[src/rtl/wasm_import_responder.sv]
`timescale 1ns/1ps
// wasm_import_responder
//   Host-side servicing of CPU import traps. While the CPU sits halted on an
//   import call, this block latches the call, services putchar / write /
//   get_cycles (write streams guest bytes via the debug memory read port),
//   then resumes the CPU with the return value.
//
// Ports
//   clk, rst_n            clock, async active-low reset
//   ext_halted_i          CPU halted on an import (level)
//   import_id_i           import ID, stable while halted
//   import_arg0_i/arg1_i  call arguments
//   resume_pc_i           PC to resume at
//   ext_resume_o          one-cycle resume pulse, with _pc_o / _val_o
//   dbg_mem_rd_*          byte fetch port, data returns one cycle after strobe
//   out_valid_o/data_o    output byte stream, out_ready_i handshake
//   busy_o                FSM not idle
//   unknown_import_o      pulse when an unrecognised ID is serviced
//
// state    | meaning
// ---------+------------------------------------------------------------
// IDLE     | waiting for a halt; latches the call when one is seen
// DISPATCH | decode the latched ID, set up the call
// PUTC     | present the putchar byte until accepted
// RD_REQ   | strobe memory read at ptr + idx
// RD_WAIT  | capture the returned byte
// EMIT     | present the fetched byte until accepted
// RESUME   | one-cycle resume pulse with PC and return value
// RELEASE  | wait for the halt to drop so the same call is not re-serviced

module wasm_import_responder #(
    parameter logic [15:0] ID_PUTCHAR    = 16'd0,
    parameter logic [15:0] ID_WRITE      = 16'd1,
    parameter logic [15:0] ID_CYCLES     = 16'd2,
    parameter int unsigned MAX_WRITE_LEN = 4096
) (
    input  logic        clk,
    input  logic        rst_n,
    input  logic        ext_halted_i,
    input  logic [15:0] import_id_i,
    input  logic [31:0] import_arg0_i,
    input  logic [31:0] import_arg1_i,
    input  logic [31:0] resume_pc_i,
    output logic        ext_resume_o,
    output logic [31:0] ext_resume_pc_o,
    output logic [31:0] ext_resume_val_o,
    output logic        dbg_mem_rd_en_o,
    output logic [31:0] dbg_mem_rd_addr_o,
    input  logic [31:0] dbg_mem_rd_data_i,
    output logic        out_valid_o,
    output logic [7:0]  out_data_o,
    input  logic        out_ready_i,
    output logic        busy_o,
    output logic        unknown_import_o
);

    localparam int LEN_W = $clog2(MAX_WRITE_LEN + 1);
    localparam logic [LEN_W-1:0] LEN_ONE = LEN_W'(1);
    localparam logic [LEN_W-1:0] LEN_MAX = LEN_W'(MAX_WRITE_LEN);

    typedef enum logic [2:0] {
        S_IDLE,
        S_DISPATCH,
        S_PUTC,
        S_RD_REQ,
        S_RD_WAIT,
        S_EMIT,
        S_RESUME,
        S_RELEASE
    } state_t;

    state_t state, state_d;

    logic [31:0]      cycle_cnt;
    logic [15:0]      id_q;
    logic [31:0]      arg0_q;
    logic [31:0]      arg1_q;
    logic [31:0]      pc_q;
    logic [31:0]      cyc_q;
    logic [31:0]      value_q;
    logic [LEN_W-1:0] len_q;
    logic [LEN_W-1:0] idx_q;
    logic [7:0]       byte_q;
    logic             last_byte;

    // Only the low byte of each memory word is meaningful.
    logic unused_rd_data;
    assign unused_rd_data = ^dbg_mem_rd_data_i[31:8];

    assign last_byte = (idx_q + LEN_ONE) == len_q;
    assign busy_o    = (state != S_IDLE);

    always_ff @(posedge clk or negedge rst_n) begin
        if (!rst_n) begin
            cycle_cnt <= '0;
        end else begin
            cycle_cnt <= cycle_cnt + 32'd1;
        end
    end

    always_ff @(posedge clk or negedge rst_n) begin
        if (!rst_n) begin
            state <= S_IDLE;
        end else begin
            state <= state_d;
        end
    end

    always_ff @(posedge clk or negedge rst_n) begin
        if (!rst_n) begin
            id_q    <= '0;
            arg0_q  <= '0;
            arg1_q  <= '0;
            pc_q    <= '0;
            cyc_q   <= '0;
            value_q <= '0;
            len_q   <= '0;
            idx_q   <= '0;
            byte_q  <= '0;
        end else begin
            case (state)
                S_IDLE: begin
                    if (ext_halted_i) begin
                        id_q   <= import_id_i;
                        arg0_q <= import_arg0_i;
                        arg1_q <= import_arg1_i;
                        pc_q   <= resume_pc_i;
                        cyc_q  <= cycle_cnt;
                    end
                end
                S_DISPATCH: begin
                    idx_q <= '0;
                    case (id_q)
                        ID_PUTCHAR: byte_q <= arg0_q[7:0];
                        ID_WRITE: begin
                            len_q   <= (arg1_q > 32'(MAX_WRITE_LEN)) ? LEN_MAX
                                                                     : arg1_q[LEN_W-1:0];
                            value_q <= '0;
                        end
                        ID_CYCLES: value_q <= cyc_q;
                        default:   value_q <= 32'hFFFF_FFFF;
                    endcase
                end
                S_PUTC: begin
                    if (out_ready_i) begin
                        value_q <= '0;
                    end
                end
                S_RD_WAIT: byte_q <= dbg_mem_rd_data_i[7:0];
                S_EMIT: begin
                    if (out_ready_i) begin
                        idx_q   <= idx_q + LEN_ONE;
                        value_q <= 32'(len_q);
                    end
                end
                default: ;
            endcase
        end
    end

    always_comb begin
        state_d           = state;
        ext_resume_o      = 1'b0;
        ext_resume_pc_o   = '0;
        ext_resume_val_o  = '0;
        dbg_mem_rd_en_o   = 1'b0;
        dbg_mem_rd_addr_o = '0;
        out_valid_o       = 1'b0;
        out_data_o        = '0;
        unknown_import_o  = 1'b0;
        case (state)
            S_IDLE: begin
                if (ext_halted_i) begin
                    state_d = S_DISPATCH;
                end
            end
            S_DISPATCH: begin
                case (id_q)
                    ID_PUTCHAR: state_d = S_PUTC;
                    ID_WRITE:   state_d = (arg1_q == '0) ? S_RESUME : S_RD_REQ;
                    ID_CYCLES:  state_d = S_RESUME;
                    default: begin
                        unknown_import_o = 1'b1;
                        state_d          = S_RESUME;
                    end
                endcase
            end
            S_PUTC: begin
                out_valid_o = 1'b1;
                out_data_o  = byte_q;
                if (out_ready_i) begin
                    state_d = S_RESUME;
                end
            end
            S_RD_REQ: begin
                dbg_mem_rd_en_o   = 1'b1;
                dbg_mem_rd_addr_o = arg0_q + 32'(idx_q);
                state_d           = S_RD_WAIT;
            end
            S_RD_WAIT: state_d = S_EMIT;
            S_EMIT: begin
                out_valid_o = 1'b1;
                out_data_o  = byte_q;
                if (out_ready_i) begin
                    state_d = last_byte ? S_RESUME : S_RD_REQ;
                end
            end
            S_RESUME: begin
                ext_resume_o     = 1'b1;
                ext_resume_pc_o  = pc_q;
                ext_resume_val_o = value_q;
                state_d          = S_RELEASE;
            end
            S_RELEASE: begin
                if (!ext_halted_i) begin
                    state_d = S_IDLE;
                end
            end
            default: state_d = S_IDLE;
        endcase
    end

endmodule
[config.mk]
export PLATFORM = sky130hd
export DESIGN_NAME = wasm_import_responder
export DESIGN_NICKNAME = d
export VERILOG_FILES = /design/src/rtl/wasm_import_responder.sv
export SDC_FILE = /design/constraint.sdc
export NUM_CORES = 1
export LEC_CHECK = 0
export ABC_AREA = 1
export BUFFER_PORTS_ARGS = -buffer_cell sky130_fd_sc_hd__buf_2
export CAP_MARGIN = 20
export CORE_UTILIZATION = 28
export DETAILED_ROUTE_END_ITERATION = 10
export PLACE_DENSITY = 0.56
export SYNTH_ARGS = -nofsm -noshare
export SYNTH_HDL_FRONTEND = slang
export SYNTH_SLANG_ARGS = --single-unit
[constraint.sdc]
create_clock -name clk -period 5.25 [get_ports clk]
set_clock_uncertainty 0.2 [all_clocks]
set_input_delay 1.05 -clock clk [delete_from_list [all_inputs] [get_ports clk]]
set_output_delay 1.05 -clock clk [all_outputs]
set_load 0.02 [all_outputs]
# After elaboration in Yosys (flattened, before gate mapping)
# Cells that the tools add are included.
[op_classes]
bitwise_logic = 0
magnitude_cmp = 1
n_reduce_logical = 15
muxes = 26
n_shift = 0
n_mul = 0
n_addsub = 3
eq_ne = 16
div_mod_pow = 0
[ops]
columns = ["cell", "n"]
rows = [
  ["32-bit one-hot mux with 3 select lines", 2],
  ["32-bit two-way mux", 5],
  ["32-bit by 1-bit adder with 32-bit output (second input constant)", 1],
  ["32-bit by 13-bit adder with 32-bit output", 1],
  ["32-bit by 13-bit > comparator with 1-bit output (second input constant)", 1],
  ["32-bit logical NOT", 1],
  ["13-bit two-way mux", 2],
  ["13-bit one-hot mux with 2 select lines", 1],
  ["3-bit one-hot mux with 8 select lines", 1],
  ["3-bit two-way mux", 6],
  ["16-bit by 1-bit == test with 1-bit output (second input constant)", 1],
  ["16-bit by 2-bit == test with 1-bit output (second input constant)", 1],
  ["16-bit logical NOT", 1],
  ["8-bit two-way mux", 2],
  ["8-bit one-hot mux with 2 select lines", 1],
  ["13-bit by 1-bit adder with 13-bit output (second input constant)", 1],
  ["13-bit == test", 1],
  ["3-bit == test (second input constant)", 4],
  ["2-bit inequality test (second input constant)", 6],
  ["2-bit AND reduction", 4],
  ["4-bit AND reduction", 2],
  ["3-bit by 2-bit == test with 1-bit output (second input constant)", 2],
  ["3-bit one-hot mux with 2 select lines", 1],
  ["3-bit nonzero test", 2],
  ["6 further kinds", 11],
]
[word_totals]
input_bits = 148
out_inout_bits = 109
reg_bits = 245
mem_bits_ro = 0
elab_cells = 72
latch_bits = 0
mem_count = 0
mem_bits_rw = 0

# Logic depth before layout (Yosys ltp)
# Gate-level depths: netlist of run 1.
[depth]
ltp_word = 5
ltp_mapped = 15
depth_no_buf = 15

# Worst setup path before layout of run 1
# No wires, ideal clock.
[synth_path]
kind = "reg2out"
start = "register idx_q[0]"
end = "output dbg_mem_rd_addr_o[30]"
setup_slack_ns = 1.782
required_ns = 4.000
stages_incl_launch_ff = 13
t_arrival_ns = 2.218
n_path_buf = 0
cell_sequence = "dfrtp_1 > ha_1 > inv_1 > fa_1 > nor2_1 > nor2_1 > o21ai_1 > nand2_1 > nand2_2 > nand3_1 > nor2_1 > o21ai_1 > a21oi_1"
[synth_between]
elab_chain_cells = 2
[synth_lines]
columns = ["element", "line_no", "rtl"]
rows = [
  ["from (decl)", "82", "logic [LEN_W-1:0] idx_q;"],
  ["from (signal assigned)", "152", "idx_q <= idx_q + LEN_ONE;"],
  ["32-bit by 13-bit adder with 32-bit output", "197", "dbg_mem_rd_addr_o = arg0_q + 32'(idx_q);"],
  ["32-bit two-way mux", "171", "case (state)"],
  ["to (decl)", "48", "output logic [31:0] dbg_mem_rd_addr_o,"],
]
# No other way between the ends.

# Worst setup path after layout of run 1
[layout_path]
start = "register idx_q[0]"
end = "output dbg_mem_rd_addr_o[28]"
# Same word-level chain as after synthesis.

==> results, run 1 <==
- During placement, the flow inserted port buffers numbering around 230.
- Total power for the finished layout comes to 8240 uW.
- The floorplan die height is ~210 um.
- The floorplan has 76 rows.
- The number of antenna violations at the first check in global routing is 6.
- Timing would allow up to roughly 0.22 GHz.
- The critical path goes through ha_1 -> inv_1 -> fa_1 -> nor2_1 -> nor2_1 -> o21ai_1 -> nand2_1 -> nand2_2 -> nand2_1 -> nor2_1 -> o21ai_1 -> a21oi_1 -> buf_2.
- The worst-case IR drop observed on VDD is around 270 uV.
- The first global-routing pass estimated 56000 um of wire.
- The final wirelength is 34300 um.
- The tightest slew margin relative to the limit is 0.348.
- After layout, the minimum clock period comes to roughly 4600 ps.
- At the end of routability-driven placement, the weighted congestion stood at 0.894.
- The clock network fraction of design power is 0.273.
- In the post-synthesis netlist, the biggest area contributors are sky130_fd_sc_hd__dfrtp_1, sky130_fd_sc_hd__nand2_1, sky130_fd_sc_hd__inv_1.
- 257 I/O pins were placed.
- Counting every sink on the clock net gives 245.
- Detailed placement ended at an HPWL of roughly 25000 um.
- The data arrival time of the critical path is between 3000 and 4000 ps.
- Buffers inserted during clock tree synthesis total 30.
- The number of remaining DRC errors is 0.
- The post-route setup TNS is 0 ps.
- At the pin with the least slew margin, the transition time is 977 ps.
- The count of flip-flops with a built-in enable after synthesis is 0.
- Among all stages on the critical path, the largest delay is contributed by sky130_fd_sc_hd__dfrtp_1.
- The die covers 0.0451 mm2.
- Leaving out fill and tap cells, the most frequent cell in the layout is sky130_fd_sc_hd__nand2_1.
- The run finished with clean final reports.
- In this run the post-CTS setup repair buffer count came out at 0.
- The path class of the tightest hold or removal check is reg -> reg.
- The root buffer cell is sky130_fd_sc_hd__clkbuf_16.
- The total routing resource utilization after global routing is 0.155.
- Dividing the final minimum period by the clock period gives 0.882.
- The number of register bits inferred by synthesis is 245.
- The total count of hold-check failures in the final report is 0.
- For this run, the leading register cell type out of synthesis is sky130_fd_sc_hd__dfrtp_1.
- The final-report setup violation count is 0.
- In the routed layout, each cell is associated on average with a via count of 4.57.
- Setup repair after global routing left no endpoint under its margin.
- Internal power comes to 5010 uW.
- The sequential power share is 0.363.
- The mapped netlist covers 0.0124 mm2.
- The clock latency reported for the late side of the worst-skew pair is 570 ps.
- The final routed wire length divided by cell count is 14.7 um.
- After the flow finishes, the layout carries non-filler instances totaling 2329.
- The maximum fanout count along the critical path is 10.
- The area of the core is 0.0434 mm2.
- STA classifies the critical path startpoint as a register.
- Of the total power, combinational logic draws 0.364.
- The post-synthesis cell count is 1502.
- On the worst path, the slowest cell contributes a delay of about 540 ps.
- The reported leakage power is 0.00738 uW.
- In this run the power spent charging and discharging nets is 3230 uW.
- At the worst endpoint, the required time is 4000 ps.
- TritonCTS built the clock tree.
- The fraction of synthesized cell area taken by the top area cell type is 0.494.
- The final count of pins violating max slew is 0.
- The length of the first detailed-routing pass in iterations is 7.
- The nature of the critical path endpoint is an output port.
- The most numerous cell type found on the critical path is sky130_fd_sc_hd__nor2_1.
- The die is around 210 um wide.
- After the last flow step, the layout net total stands at 1882.
- The library cells used most frequently in the layout, excluding fill and tap cells, are sky130_fd_sc_hd__nand2_1, sky130_fd_sc_hd__dfrtp_1, sky130_fd_sc_hd__buf_2, sky130_fd_sc_hd__inv_1, sky130_fd_sc_hd__nor2_1.
- Of all flip-flops after synthesis, the portion carrying an async set or reset was 1.00.
- The maximum clock insertion buffer count is 3.
- The number of placed instances with taps included is 2271.
- In this run the power density over the cells is 541 mW/mm2.
- The category of the critical setup timing path is reg -> out.
- The routed layout has 10639 vias.
- The detailed router finished its first iteration with between 500 and 600 violations.
- The via count of the first global-routing pass is 10764.
- The count of nets left with antenna violations once routing finished came out at 0.
- The average size of a mapped cell is 8.26 um2.
- The quantity of hold-fixing buffers added after cts is 0.
- The total of cells resized after clock tree synthesis is 0.
- The number of warnings reported in the yosys synthesis log is 0.
- The post-synth net total is 1666.
- The distinct cell type count after synthesis is 46.
- Of the cells placed in the final design, the portion with a size suffix greater than 1 is 0.218.
- The maximum number of pins on one net before global-route repair is 97.
- For this run the aggregate overflow at the end of global routing stands at 0.
- Across the run, the number of max-cap violations was 0.
- The synthesis-to-finish area growth is 22.8%.
- The clock-pin slew of the registers on the worst-case setup and hold paths is ~60 ps.
- The starting density of the core is 0.286.
- The share of the yosys chip area belonging to registers is 0.494.
- The switching part of the total is 0.392.
- The core occupancy in the finished layout is 0.351.
- The count of H-tree levels built during CTS is 1.
- The biggest area contributor in the post-synthesis netlist is sky130_fd_sc_hd__dfrtp_1.
cell usage after synthesis (15+ instances only):
cell                      instances
sky130_fd_sc_hd__xor2_1          22
sky130_fd_sc_hd__ha_1            15
sky130_fd_sc_hd__nor2_1         143
sky130_fd_sc_hd__nand3_1         56
sky130_fd_sc_hd__nand4_1         36
sky130_fd_sc_hd__o21ai_1         96
sky130_fd_sc_hd__mux2_2          39
sky130_fd_sc_hd__a21oi_1         58
sky130_fd_sc_hd__o21ai_0        115
sky130_fd_sc_hd__buf_2           37
sky130_fd_sc_hd__nor3_1          20
sky130_fd_sc_hd__inv_1          217
sky130_fd_sc_hd__dfrtp_1        245
sky130_fd_sc_hd__nand2_1        276
power by group through the flow:
stage	Sequential (uW)	Clock (uW)	Combinational, uW
2_1_floorplan	2870	0	2250
3_3_place_gp	3000	0	2980
3_5_place_dp	3020	0	3020
4_1_cts	2990	2330	3040
5_1_grt	3080	2410	3410
6_report	2990	2250	3000
metal layers:
metal	GRT usage	routed length, um	share of wire
met5	0	46	0.0013
met4	0.0581	1110	0.032
met1	0.199	15500	0.45
met3	0.0371	1990	0.058
met2	0.251	15600	0.45
critical path, delay by kind of cell (launching register included):
family	cells	cell delay [ps]
buffers and inverters	2	250
adders and majority gates	2	650
AOI/OAI and AO/OA	3	550
DFF	1	540
and+or+nand+nor	6	830
state kept, by name, indices dropped and copies added (netlist names):
| name | count |
|---|---|
| pc_q | 32 |
| cyc_q | 32 |
| cycle_cnt | 32 |
| state | 3 |
| byte_q | 8 |
| arg1_q | 32 |
| idx_q | 13 |
| arg0_q | 32 |
| id_q | 16 |
| len_q | 13 |
| value_q | 32 |
cells by family (layout without fill, tap and decap cells):
family,Yosys count,count (layout),synth area share
muxes,39,39,0.0354
and+or+nand+nor,571,571,0.205
adders and majority gates,16,16,0.0168
DFF,245,245,0.494
buffers and inverters,289,529,0.0930
AOI/OAI and AO/OA,307,307,0.131
other,0,2,0
xor gates and xnor gates,35,35,0.0247
through the flow:
step / area (um2) / hold WS [ps] / setup WS, ps
detailed placement: 14100 / 275 / 1280
finish: 15200 / 278 / 618
floorplan: 12400 / 246 / 1780
global route: 15200 / 302 / 377
CTS: 15200 / 283 / 632
global placement: 14100 / 267 / 1230
cell type report:
type,count,area (um2)
inverters,228,856
well taps,585,732
flip-flops and latches,245,6130
fillers,4635,28100
diodes,2,5.00
clock inverters,20,272
repair buffers,245,1290
multi-input cells,968,5120
clock buffers,36,815
worst paths after layout:
path                               start  depth (start not counted)  slack (ps)               endpoint
max                             idx_q[0]                         13         620  dbg_mem_rd_addr_o[28]
min                        cycle_cnt[31]                          1         280          cycle_cnt[31]
max reg2reg                     state[1]                          8        2460              cyc_q[17]
min reg2reg                cycle_cnt[31]                          1         280          cycle_cnt[31]
max in group asynchronous          rst_n                          2        3400               cyc_q[1]
min in group asynchronous          rst_n                          1         310              cyc_q[16]
(Power assumes the default switching activity.)
==> run 2: changes to the inputs <==
--- a/config.mk
+++ b/config.mk
@@ -11,6 +11,7 @@
 export CORE_UTILIZATION = 28
 export DETAILED_ROUTE_END_ITERATION = 10
 export PLACE_DENSITY = 0.56
+export RECOVER_POWER = 25
 export SYNTH_ARGS = -nofsm -noshare
 export SYNTH_HDL_FRONTEND = slang
 export SYNTH_SLANG_ARGS = --single-unit
==> run 2 against run 1 <==
  * The flow now finishes with violations (max-capacitance violations, max-slew violations)
  * Via count down 0.16%
  * Worst setup slack about the same
  * Wire length down 0.17%
  * Critical endpoint is now dbg_mem_rd_addr_o[30]
  * Highest routed layer unchanged
==> results, run 2 (synthesized netlist as in run 1, its figures left out) <==
- The length of the first detailed-routing pass in iterations came to 5 (-2).
- The DRC marker count from the first detailed-route iteration is 483 (-12%).
- The detailed placement HPWL came to 25100 um (unchanged).
- The count of boundary I/O pins is 257 (unchanged).
- The largest stage delay on the critical path is 540 ps (about the same).
- The number of inserted filler cells in the final layout is 4648 (+0.28%).
- The starting density of the core was 0.286 (unchanged).
- The maximum fanout count along the critical path was 10 (unchanged).
- The final wirelength is 34200 um (-0.17%).
- The maximum clock insertion buffer count came to 3 (unchanged).
- The floorplan die height is 212 um (unchanged).
- The final reports fail on max-capacitance violations, max-slew violations.
- The final-report setup violation count was 0 (unchanged).
- The data arrival time of the critical path is 3380 ps (about the same).
- The final routed wire length divided by cell count was 14.7 um (-0.17%).
- The top cell family by delay on the critical path is simple AND/OR/NAND/NOR gates.
- The via count of the first global-routing pass came to 10764 (unchanged).
- The total of cells resized after clock tree synthesis came to 0 (unchanged).
- The number of maximum-capacitance constraint violations came to 1 (+1).
- The TritonCTS clock tree is built.
- The power density over the cells is 544 mW/mm2 (+0.43%).
- The clock-pin slew of the registers on the worst-case setup and hold paths is 60 ps (about the same).
- The total buffers and inverters traversed by the critical path is 2 (unchanged).
- The clock latency reported for the late side of the worst-skew pair was 570 ps (about the same).
- The number of port buffers is 232 (unchanged).
- The ratio of routed vias to standard cells is 4.56 (-0.16%).
- The count of buffers added by post-CTS timing repair for setup is 0 (unchanged).
- The global placement routability congestion came to 0.894 (unchanged).
- The number of remaining DRC errors is 0 (unchanged).
- The total overflow reported by the global router is 0 (unchanged).
- The root buffer cell is sky130_fd_sc_hd__clkbuf_16.
- The global-route wire length before repair came to 56000 um (unchanged).
- The total count of hold-check failures in the final report is 0 (unchanged).
- The portion of the clock cycle consumed by the worst path in the final layout came to 0.882 (about the same).
- The class of the tightest hold or removal check is reg -> reg.
- The post-route setup TNS is 0 ps (unchanged).
- The tightest slew margin relative to the limit is -0.705 (-1.05).
- The nature of the critical path endpoint is an output port.
- The quantity of hold-fixing buffers added after cts is 0 (unchanged).
- Traced cell by cell, the critical path runs through ha_1 -> inv_1 -> fa_1 -> nor2_1 -> nor2_1 -> o21ai_1 -> nand2_1 -> nand2_2 -> nand3_1 -> nor2_1 -> o21ai_1 -> a21oi_1 -> buf_2.
- The number of rows created at floorplan was 76 (unchanged).
- Relative to the synthesized area, the layout overhead comes to 22.2%.
- The final critical-path setup slack came to 619 ps (+0.294 ps).
- The reported leakage power is 0.00735 uW (-0.41%).
- The die footprint is 0.0451 mm2 (unchanged).
- The number of antenna violations at the first check in global routing came to 6 (unchanged).
- The area of the core is 0.0434 mm2 (unchanged).
- The largest individual stage delay along the critical path comes from the cell sky130_fd_sc_hd__dfrtp_1.
- The fraction of layout instances using a drive strength above 1 was 0.211 (-0.00631).
- In the layout the commonest cells are sky130_fd_sc_hd__nand2_1, sky130_fd_sc_hd__dfrtp_1, sky130_fd_sc_hd__buf_2, sky130_fd_sc_hd__inv_1, sky130_fd_sc_hd__nor2_1.
- The category of the critical setup timing path is reg -> out.
- The maximum number of pins on one net before global-route repair is 97 (unchanged).
- The total routing resource utilization after global routing is 0.155 (unchanged).
- The slew at the pin with the worst max-slew slack is 2560 ps (+1580 ps).
- Setup repair after global routing left no endpoint under its margin.
- The count of H-tree levels built during CTS came to 1 (unchanged).
- The number of vias after detailed routing is 10622 (-0.16%).
- STA classifies the critical path startpoint as a register.
- The pre-CTS setup slack is 1280 ps (unchanged).
- The final count of pins violating max slew came to 97 (+97).
- The number of sinks handled by clock tree synthesis came to 245 (unchanged).
- The horizontal die dimension is 212 um (unchanged).
- The shortest clock period the worst path allows after layout was 4630 ps (-0.294 ps).
- The library cell appearing most often on the critical path is sky130_fd_sc_hd__nor2_1.
- The required time of the worst setup path is 4000 ps (about the same).
- The upper clock frequency limit is 0.216 GHz (about the same).
- The number of routed nets with antenna violations came to 0 (unchanged).
- The maximum resistive drop on vdd is 273 uV (-0.49%).
- The number of buffers created by CTS is 30 (unchanged).
- The most frequent standard cell in the layout excluding fill and tap cells is sky130_fd_sc_hd__nand2_1.
- The final layout net count was 1882 (unchanged).
- The flow ran to the end, but the final reports show violations.
## run 2: cell types whose count changed in the layout (fill, tap and decap cells not counted), moves of 2 or more
cell / delta
sky130_fd_sc_hd__clkinv_1: +2
sky130_fd_sc_hd__nor2_4: -2
sky130_fd_sc_hd__clkbuf_2: +2
sky130_fd_sc_hd__nand3_1: +3
sky130_fd_sc_hd__buf_4: -2
sky130_fd_sc_hd__nand3_2: -3
sky130_fd_sc_hd__nor2_1: +3
sky130_fd_sc_hd__inv_2: -2
## run 2: per-layer routing
metal,vias up,global-route usage,part of all wire
li1,5322,-,-
met1,4970,0.199,0.45
met2,258,0.251,0.46
met3,64,0.0371,0.060
met4,8,0.0581,0.032
met5,-,0,0.0013
## run 2: final timing paths
kind | from | to | slack [ps] | cells after the start
max | idx_q[0] | dbg_mem_rd_addr_o[30] | 620 | 13
min reg2reg | cycle_cnt[31] | cycle_cnt[31] | 280 | 1
max reg2reg | state[1] | cyc_q[17] | 2460 | 8
min | cycle_cnt[31] | cycle_cnt[31] | 280 | 1
min in group asynchronous | rst_n | cyc_q[16] | 1050 | 1
max in group asynchronous | rst_n | cyc_q[28] | 1480 | 2
## run 2: final cells by class
type                    instances  area (um2)  area share
repair buffers                245        1280      0.0843
multi-input cells             968        5060       0.334
inverters                     228         856      0.0565
flip-flops and latches        245        6130       0.405
clock inverters                20         272      0.0179
clock buffers                  36         815      0.0538
diodes                          2        5.00    0.000330
well taps                     585         732      0.0483
## run 2: through the flow
stage | area, um2 | power [uW] | hold WS, ps | cells | utilization
after detailed placement | 14100 | 6040 | 275 | 2271 | 0.326
after floorplan | 12400 | 5120 | 246 | 1502 | -
after global placement | 14100 | 5980 | 267 | 2271 | 0.326
final | 15200 | 8240 | 278 | 2329 | 0.349
after CTS | 15200 | 8350 | 283 | 2327 | 0.351
after global routing | 15100 | 8890 | 302 | 2327 | 0.349
## run 2: power breakdown
part | total [uW] | internal, uW | switching, uW
registers | 2990 | 2600 | 391
logic | 3000 | 1010 | 1990
clock network | 2250 | 1400 | 849
total | 8240 | 5010 | 3220
## run 2: worst register-to-register path, delay by kind of cell, from the launching register on
kind,cells,cell delay (ps)
AOI/OAI and AO/OA,1,110
DFF,1,480
and+or+nand+nor,4,1060
buffers and inverters,3,850
